===== src/rtl/for_chunk_copy.sv =====
// Multi-cycle word copier: captures a word on start, then writes it to out
// CHUNK bits per cycle, either straight or bit-reversed.
module for_chunk_copy #(
  parameter int WIDTH = 128,
  parameter int CHUNK = 8,
  localparam int N  = WIDTH / CHUNK,
  localparam int CW = (N > 1) ? $clog2(N) : 1
) (
  input  logic             clk,
  input  logic             rst,
  input  logic             start,
  input  logic             mode,
  input  logic [WIDTH-1:0] in,
  output logic             busy,
  output logic             done,
  output logic [CW-1:0]    idx,
  output logic [WIDTH-1:0] out
);

  if ((CHUNK < 1) || (CHUNK > WIDTH) || ((WIDTH % CHUNK) != 0)) begin : g_param_check
    $error("for_chunk_copy: WIDTH must be a positive multiple of CHUNK");
  end

  typedef enum logic [1:0] {
    S_IDLE = 2'd0,
    S_COPY = 2'd1,
    S_DONE = 2'd2
  } state_e;

  localparam logic [WIDTH-1:0] CHUNK_MASK = WIDTH'({CHUNK{1'b1}});

  state_e           state_q, state_d;
  logic [WIDTH-1:0] snap_q, snap_d;
  logic             md_q, md_d;
  logic [WIDTH-1:0] out_q, out_d;
  logic [CW-1:0]    idx_q, idx_d;
  logic             busy_q, busy_d;
  logic             done_q, done_d;

  logic [WIDTH-1:0] rev_s;
  logic [WIDTH-1:0] src_s;
  logic [WIDTH-1:0] mask_s;
  int               shift_s;

  for (genvar g = 0; g < WIDTH; g++) begin : g_rev
    assign rev_s[g] = snap_q[WIDTH-1-g];
  end

  assign src_s = md_q ? rev_s : snap_q;

  // Next-state, datapath and registered-output computation.
  always_comb begin
    state_d = state_q;
    snap_d  = snap_q;
    md_d    = md_q;
    out_d   = out_q;
    idx_d   = idx_q;
    busy_d  = busy_q;
    done_d  = 1'b0;
    shift_s = int'(idx_q) * CHUNK;
    mask_s  = CHUNK_MASK << shift_s;
    case (state_q)
      S_IDLE: begin
        if (start) begin
          snap_d  = in;
          md_d    = mode;
          out_d   = '0;
          idx_d   = '0;
          busy_d  = 1'b1;
          state_d = S_COPY;
        end else begin
          state_d = S_IDLE;
        end
      end
      S_COPY: begin
        // Only the chunk addressed by idx is replaced; the rest of out holds.
        out_d = (out_q & ~mask_s) | (src_s & mask_s);
        if (idx_q == CW'(N - 1)) begin
          idx_d   = '0;
          done_d  = 1'b1;
          state_d = S_DONE;
        end else begin
          idx_d = idx_q + CW'(1);
        end
      end
      S_DONE: begin
        busy_d  = 1'b0;
        state_d = S_IDLE;
      end
      default: begin
        busy_d  = 1'b0;
        idx_d   = '0;
        state_d = S_IDLE;
      end
    endcase
  end

  // State and output registers with synchronous reset.
  always_ff @(posedge clk) begin
    if (rst) begin
      state_q <= S_IDLE;
      snap_q  <= '0;
      md_q    <= 1'b0;
      out_q   <= '0;
      idx_q   <= '0;
      busy_q  <= 1'b0;
      done_q  <= 1'b0;
    end else begin
      state_q <= state_d;
      snap_q  <= snap_d;
      md_q    <= md_d;
      out_q   <= out_d;
      idx_q   <= idx_d;
      busy_q  <= busy_d;
      done_q  <= done_d;
    end
  end

  assign busy = busy_q;
  assign done = done_q;
  assign idx  = idx_q;
  assign out  = out_q;

endmodule


===== config.mk =====
export PLATFORM = sky130hd
export DESIGN_NAME = for_chunk_copy
export DESIGN_NICKNAME = d
export VERILOG_FILES = /design/src/rtl/for_chunk_copy.sv
export SDC_FILE = /design/constraint.sdc
export NUM_CORES = 1
export LEC_CHECK = 0
export CAP_MARGIN = 10
export CORE_ASPECT_RATIO = 0.6
export CORE_MARGIN = 5
export CORE_UTILIZATION = 46
export DETAILED_ROUTE_END_ITERATION = 10
export GPL_ROUTABILITY_DRIVEN = 0
export PLACE_DENSITY_LB_ADDON = 0.1
export SLEW_MARGIN = 20
export SYNTH_ARGS = -nofsm -noshare
export SYNTH_HDL_FRONTEND = slang
export SYNTH_SLANG_ARGS = --single-unit

===== constraint.sdc =====
create_clock -name clk -period 1.9 [get_ports clk]
set_clock_uncertainty 0.2 [all_clocks]
set_input_delay 0.38 -clock clk [delete_from_list [all_inputs] [get_ports clk]]
set_output_delay 0.38 -clock clk [all_outputs]
set_load 0.01 [all_outputs]

==> metrics.md, run 1 <==
| Metric | Value |
|---|---|
| Area grow syn2layout | `32.9%` |
| Final core utilization | `0.619` |
| Antenna Violating Nets Remaining | `0` |
| Final net count | `1699` |
| Die ar. | `29000 sq um` |
| Ys flop type | `dfxtp_1` |
| CTS Root Cell | `clkbuf_16` |
| Clock Path Buffers | `3` |
| Row count | `45` |
| Worst setup SP type | `register` |
| CP Max Fanout | `114` |
| Starting density of the core | `0.466` |
| GR Overflow Total | `0` |
| DP Cell Count | `1858` |
| Top cells by area, synth | `dfxtp_1, mux2_2, a21oi_1, nand2_1, o211ai_1` |
| Hold Crit Class | `in -> reg` |
| Pin count of the biggest net entering global routing | `115` |
| Net count after synthesis | `1496` |
| Initial DRC count | `885` |
| WP data required | `2110 ps` |
| Status | `complete, no violations` |
| Crit path kind | `reg -> reg` |
| Inserted Clock Buffers | `25` |
| H-tree Lvls | `1` |
| Proportion of netlist area held by the largest area contributor | `0.451` |
| CTS clk-pin slew, worst paths | `60 ps` |
| Post-route clock period utilization | `0.973` |
| Cell variety after synth | `34` |
| Post-Syn Area | `11800 sq um` |
| Endpoints failing hold | `0` |
| Largest family of logic cells by synthesized area | `compound AO/OA/AOI/OAI gates` |
| Final Non-Filler Cells | `1908` |
| Overall power | `12.4 mW` |
| Number of global-route vias before repair | `10300` |
| Vias per inst | `5.69` |
| Wire per inst | `19.8 microns` |
| Critical path endpoint category | `register` |
| PortBufs | `265` |
| Via count | `10900` |
| Synth Area in Simple Gates | `0.153` |
| EDFF count, synth | `0` |
| # IOs | `266` |
| Leak | `6.15 nW` |
| DRC | `0` |
| Worst R2R Path Depth | `4` |
| CP Data Arrival Time | `2060 ps` |
| Adder-cell area share of the yosys netlist | `0.00532` |
| Fin Setup TNS | `0 ps` |
| Syn Inst Count | `1359` |
| Routed WL | `37.7 mm` |
| Sequential share of the synthesized area | `0.451` |
| Clk_lat worst skew | `540 ps` |
| All-Layer GR Usage | `0.243` |
| Slew of the pin with the lowest slew margin | `637 ps` |
| Yosys reg bits | `265` |
| Max VDD drop | `614 uV` |
| Die H | `134 microns` |
| Slew headroom | `0.575` |
| Area leader, netlist | `dfxtp_1` |
| # Max-Cap Violations | `0` |
| Average size of a mapped cell | `8.65 sq um` |
| RSZ-0062 raised after global routing | `false` |
| Async S/R FF share, synth | `0` |
| Compound-Gate Fraction of Synth Area | `0.206` |
| Share of post-route cells with drive strength above 1 | `0.162` |
| Top-count cell post-synth | `dfxtp_1` |
| Hold_ws | `95.2 ps` |
| Post-synthesis mux area share | `0.123` |
| Power per Cell Area | `795 nW/um^2` |
| Initial antenna violation count | `1` |
| DR pass1 iterations | `5` |
| Tmin final | `1850 ps` |
| Ys Warns | `0` |
| Post-synthesis xor/xnor area fraction | `0` |
| First-pass GRT wire length | `57.9 mm` |
| Hold Path Depth | `2` |
| Fmax | `0.541 GHz` |
| CTS tree | `yes` |
| # clock sinks | `265` |
| Final Setup Violations | `0` |
| Final HPWL from detailed placement | `24.0 mm` |
| DIE WIDTH | `216 microns` |
| Floorplan core area | `25200 sq um` |
| Final max-slew violation count | `0` |
| Top cells by count, synth | `dfxtp_1, a21oi_1, nand2_1` |
-- cell usage in the layout, fill, tap and decap left out, drive strengths merged, types with 4 or more instances in the layout --
cell type / instances
a21oi: 260
buf: 58
ha: 5
dlygate4sd2: 132
clkdlybuf4s50: 130
nand3: 133
dfxtp: 265
o211ai: 128
nand2: 260
mux2: 128
clkinv: 4
inv: 10
clkbuf: 38
-- state kept, by name, indices dropped and copies added, names as in the netlist --
name and count:
snap_q 128, out 128, idx 4, state_q 2, md_q 1, busy 1, done 1
-- worst paths after layout --
path / from / to / slack [ps]
hold reg to reg: snap_q[64]$_SDFFE_PP0P_ / snap_q[64]$_SDFFE_PP0P_ / 260
hold / removal: rst / out[40]$_SDFFE_PP0P_ / 100
setup reg to reg: state_q[1]$_SDFFE_PP0P_ / out[108]$_SDFFE_PP0P_ / 50
setup / recovery: state_q[1]$_SDFFE_PP0P_ / out[108]$_SDFFE_PP0P_ / 50
-- critical path, cell delays in order (launching register included) --
cell and delay (ps):
dfxtp_1 350, or3b_4 470, buf_12 230, o211ai_1 230, a21oi_1 100
-- stage by stage --
stage          setup slack (ps)  instance area (sq um)
6_report                   51.4                  15600
4_1_cts                    1.76                  15600
3_3_place_gp               -306                  14900
2_1_floorplan              39.3                  11800
3_5_place_dp               -358                  14900
5_1_grt                    4.92                  15600
-- where the power goes --
| group | internal, mW | switching (mW) | total (mW) |
|---|---|---|---|
| Combinational | 0.700 | 0.807 | 1.51 |
| Clock | 2.89 | 2.16 | 5.05 |
| Sequential | 5.73 | 0.127 | 5.86 |
-- per-layer routing --
metal | up-vias | global-route usage | share of wire
met5 | - | 0 | 0
met4 | 0 | 0.0558 | 0.019
met3 | 57 | 0.0508 | 0.071
met2 | 350 | 0.365 | 0.44
met1 | 5266 | 0.359 | 0.47
li1 | 5192 | - | -
-- logic make-up (layout without fill, tap and decap cells) --
group / after synthesis / count (layout)
flops: 265 / 265
mux: 128 / 128
buf+inv: 157 / 376
simple gates: 412 / 412
fa+ha+maj: 5 / 5
compound gates: 392 / 392
other cells: 0 / 1
-- repair_timing --
item                                    in CTS  in global routing
buffers inserted                             2                  3
hold buffers                                 0                  0
resized for setup                          143                  2
cloned                                       0                  1
endpoints found under the hold margin        0                  0
endpoints found under the setup margin     134                  8
-- area by class of cell --
cell class	instances	area [sq um]
antenna	1	2.50
clock buffer	36	717
tap	329	412
timing repair buffer	324	3260
inverter	9	33.8
multi-input combinational	937	5790
sequential	265	5320
clock inverter	7	88.8
fill	2224	9610
Power figures use the tool's default switching activity.
==> run 2, diff against run 1 <==
--- a/config.mk
+++ b/config.mk
@@ -11,7 +11,7 @@
 export CORE_UTILIZATION = 46
 export DETAILED_ROUTE_END_ITERATION = 10
 export GPL_ROUTABILITY_DRIVEN = 0
-export PLACE_DENSITY_LB_ADDON = 0.1
+export PLACE_DENSITY_LB_ADDON = 0.08
 export SLEW_MARGIN = 20
 export SYNTH_ARGS = -nofsm -noshare
 export SYNTH_HDL_FRONTEND = slang
==> metrics.md, run 2 (synthesized netlist as in run 1, its figures left out) <==
| Metric | Value |
|---|---|
| CTS Root Cell | `clkbuf_16` |
| Tmin final | `1820 ps (-25.0 ps)` |
| DR pass1 iterations | `6 (+1)` |
| Initial antenna violation count | `1 (unchanged)` |
| Starting density of the core | `0.466 (unchanged)` |
| Hold Crit Class | `in -> reg` |
| CP Max Fanout | `7 (-94%)` |
| Worst Slack Setup Final | `76.5 ps (+25.0 ps)` |
| First-pass GRT wire length | `58.7 mm (+1.4%)` |
| Fillers | `2194 (-1.3%)` |
| CP Data Arrival Time | `1240 ps (-820 ps)` |
| Clock Path Buffers | `3 (unchanged)` |
| All-Layer GR Usage | `0.246 (+0.00314)` |
| Slew headroom | `0.685 (+0.110)` |
| Worst setup SP type | `register` |
| Floorplan core area | `25200 sq um (unchanged)` |
| Most frequent cells in the layout | `dfxtp_1, nand2_1, a21oi_1` |
| Routed WL | `37.8 mm (+0.26%)` |
| Number of global-route vias before repair | `10500 (+2.2%)` |
| Commonest non-fill, non-tap cell in the layout | `dfxtp_1` |
| H-tree Lvls | `1 (unchanged)` |
| Via count | `11000 (+1.4%)` |
| Initial DRC count | `962 (+8.7%)` |
| Vias per inst | `5.73 (+0.60%)` |
| Final Setup Violations | `0 (unchanged)` |
| Power per Cell Area | `822 nW/um^2 (+3.4%)` |
| Slew of the pin with the lowest slew margin | `472 ps (-165 ps)` |
| Clock power frac | `0.430 (+0.023)` |
| Fin area | `15900 sq um (+1.5%)` |
| Area grow syn2layout | `34.9%` |
| Share of post-route cells with drive strength above 1 | `0.171 (+0.00852)` |
| DP Worst Slack | `-289 ps (+68.7 ps)` |
| Status | `complete, no violations` |
| Clk_lat worst skew | `540 ps (about the same)` |
| Post-route clock period utilization | `0.960 (-0.0132)` |
| Endpoints failing hold | `0 (unchanged)` |
| WP data required | `1320 ps (-790 ps)` |
| Hold Buf Count CTS | `0 (unchanged)` |
| Combinational Power Share | `0.120 (about the same)` |
| Final net count | `1711 (+0.71%)` |
| Final core utilization | `0.628 (+0.00923)` |
| Wire per inst | `19.7 microns (-0.52%)` |
| # IOs | `266 (unchanged)` |
| Internal | `9.85 mW (+5.7%)` |
| GR Overflow Total | `0 (unchanged)` |
| Inserted Clock Buffers | `25 (unchanged)` |
| Pin count of the biggest net entering global routing | `90 (-22%)` |
| Final HPWL from detailed placement | `24.6 mm (+2.6%)` |
| Critical path endpoint category | `output port` |
| DRC | `0 (unchanged)` |
| Die ar. | `29000 sq um (unchanged)` |
| Post-DP Area | `15000 sq um (+0.98%)` |
| Crit path kind | `reg -> out` |
| Antenna Violating Nets Remaining | `0 (unchanged)` |
| Final max-slew violation count | `0 (unchanged)` |
| PortBufs | `265 (unchanged)` |
| DIE WIDTH | `216 microns (unchanged)` |
| RSZ-0062 raised after global routing | `false` |
| Die H | `134 microns (unchanged)` |
| Reg2reg setup slack | `130 ps (+80 ps)` |
| # Max-Cap Violations | `0 (unchanged)` |
| CTS tree | `yes` |
| Row count | `45 (unchanged)` |
| CTS clk-pin slew, worst paths | `70 ps (about the same)` |
| Sw frac | `0.244 (-0.00524)` |
| Leak | `6.25 nW (+1.6%)` |
| Sw power | `3.18 mW (+2.7%)` |
| Fmax | `0.548 GHz (+1.4%)` |
| # clock sinks | `265 (unchanged)` |
| Part of the power in registers | `0.450 (-0.022)` |
| Max VDD drop | `591 uV (-3.7%)` |
| Overall power | `13.0 mW (+4.9%)` |
-- run 2: cell types whose count changed in the layout (fill, tap and decap cells not counted) --
cell | before | now
buf_4 | 32 | 41
clkinv_2 | 4 | 3
buf_12 | 24 | 27
bufinv_16 | 2 | 6
clkinvlp_4 | 0 | 2
ha_1 | 2 | 1
clkbuf_8 | 6 | 4
ha_2 | 3 | 4
-- run 2: power groups by stage --
stage | Combinational [mW] | Sequential (mW) | Clock [mW]
2_1_floorplan | 0.871 | 5.95 | 0
3_3_place_gp | 1.53 | 5.97 | 0
3_5_place_dp | 1.54 | 5.98 | 0
4_1_cts | 1.54 | 5.86 | 5.70
5_1_grt | 1.69 | 5.88 | 5.95
6_report | 1.56 | 5.86 | 5.61
-- run 2: path summary, 6_finish.rpt --
| check | startpoint | end | cells past startpoint |
|---|---|---|---|
| worst min register to register | snap_q[36]$_SDFFE_PP0P_ | snap_q[36]$_SDFFE_PP0P_ | 2 |
| worst max register to register | state_q[0]$_SDFFE_PP0P_ | out[49]$_SDFFE_PP0P_ | 5 |
| worst max-delay path | idx[3]$_SDFFE_PP0P_ | idx[3] | 2 |
| worst min-delay path | rst | snap_q[41]$_SDFFE_PP0P_ | 2 |
-- run 2: layout make-up --
| cell class | count | area (sq um) | share of cell area |
|---|---|---|---|
| sequential | 265 | 5320 | 0.335 |
| inverter | 9 | 33.8 | 0.00213 |
| tap | 329 | 412 | 0.0260 |
| antenna | 1 | 2.50 | 0.000158 |
| clock buffer | 34 | 689 | 0.0435 |
| multi-input combinational | 937 | 5790 | 0.365 |
| timing repair buffer | 336 | 3390 | 0.214 |
| clock inverter | 12 | 219 | 0.0138 |
-- run 2: through the flow --
step / hold WS, ps / TNS [ps] / instances
detailed placement: 257 / -55230 / 1872
global route: 80.3 / 0 / 1923
global placement: 253 / -51110 / 1872
floorplan: 242 / 0 / 1359
CTS: 57.3 / 0 / 1918
finish: 83.8 / 0 / 1923
-- run 2: layer usage --
layer | share of wire | global-route usage | up-vias | wire [microns]
li1 | - | - | 5240 | -
met1 | 0.48 | 0.370 | 5319 | 18000
met2 | 0.43 | 0.362 | 395 | 16200
met3 | 0.071 | 0.0465 | 62 | 2670
met4 | 0.026 | 0.0660 | 0 | 968
met5 | 0 | 0 | - | 0
-- run 2: critical path: stages (launching register included) --
cell,delay (ps)
dfxtp_1,340
buf_6,140
clkdlybuf4s15_2,240
-- run 2: repair_timing --
item / 4_1_cts / 5_1_grt
setup endpoints to repair: 134 / 7
setup buffers: 0 / 3
cloned: 0 / 1
endpoints found under the hold margin: 0 / 0
resized for setup: 144 / 1
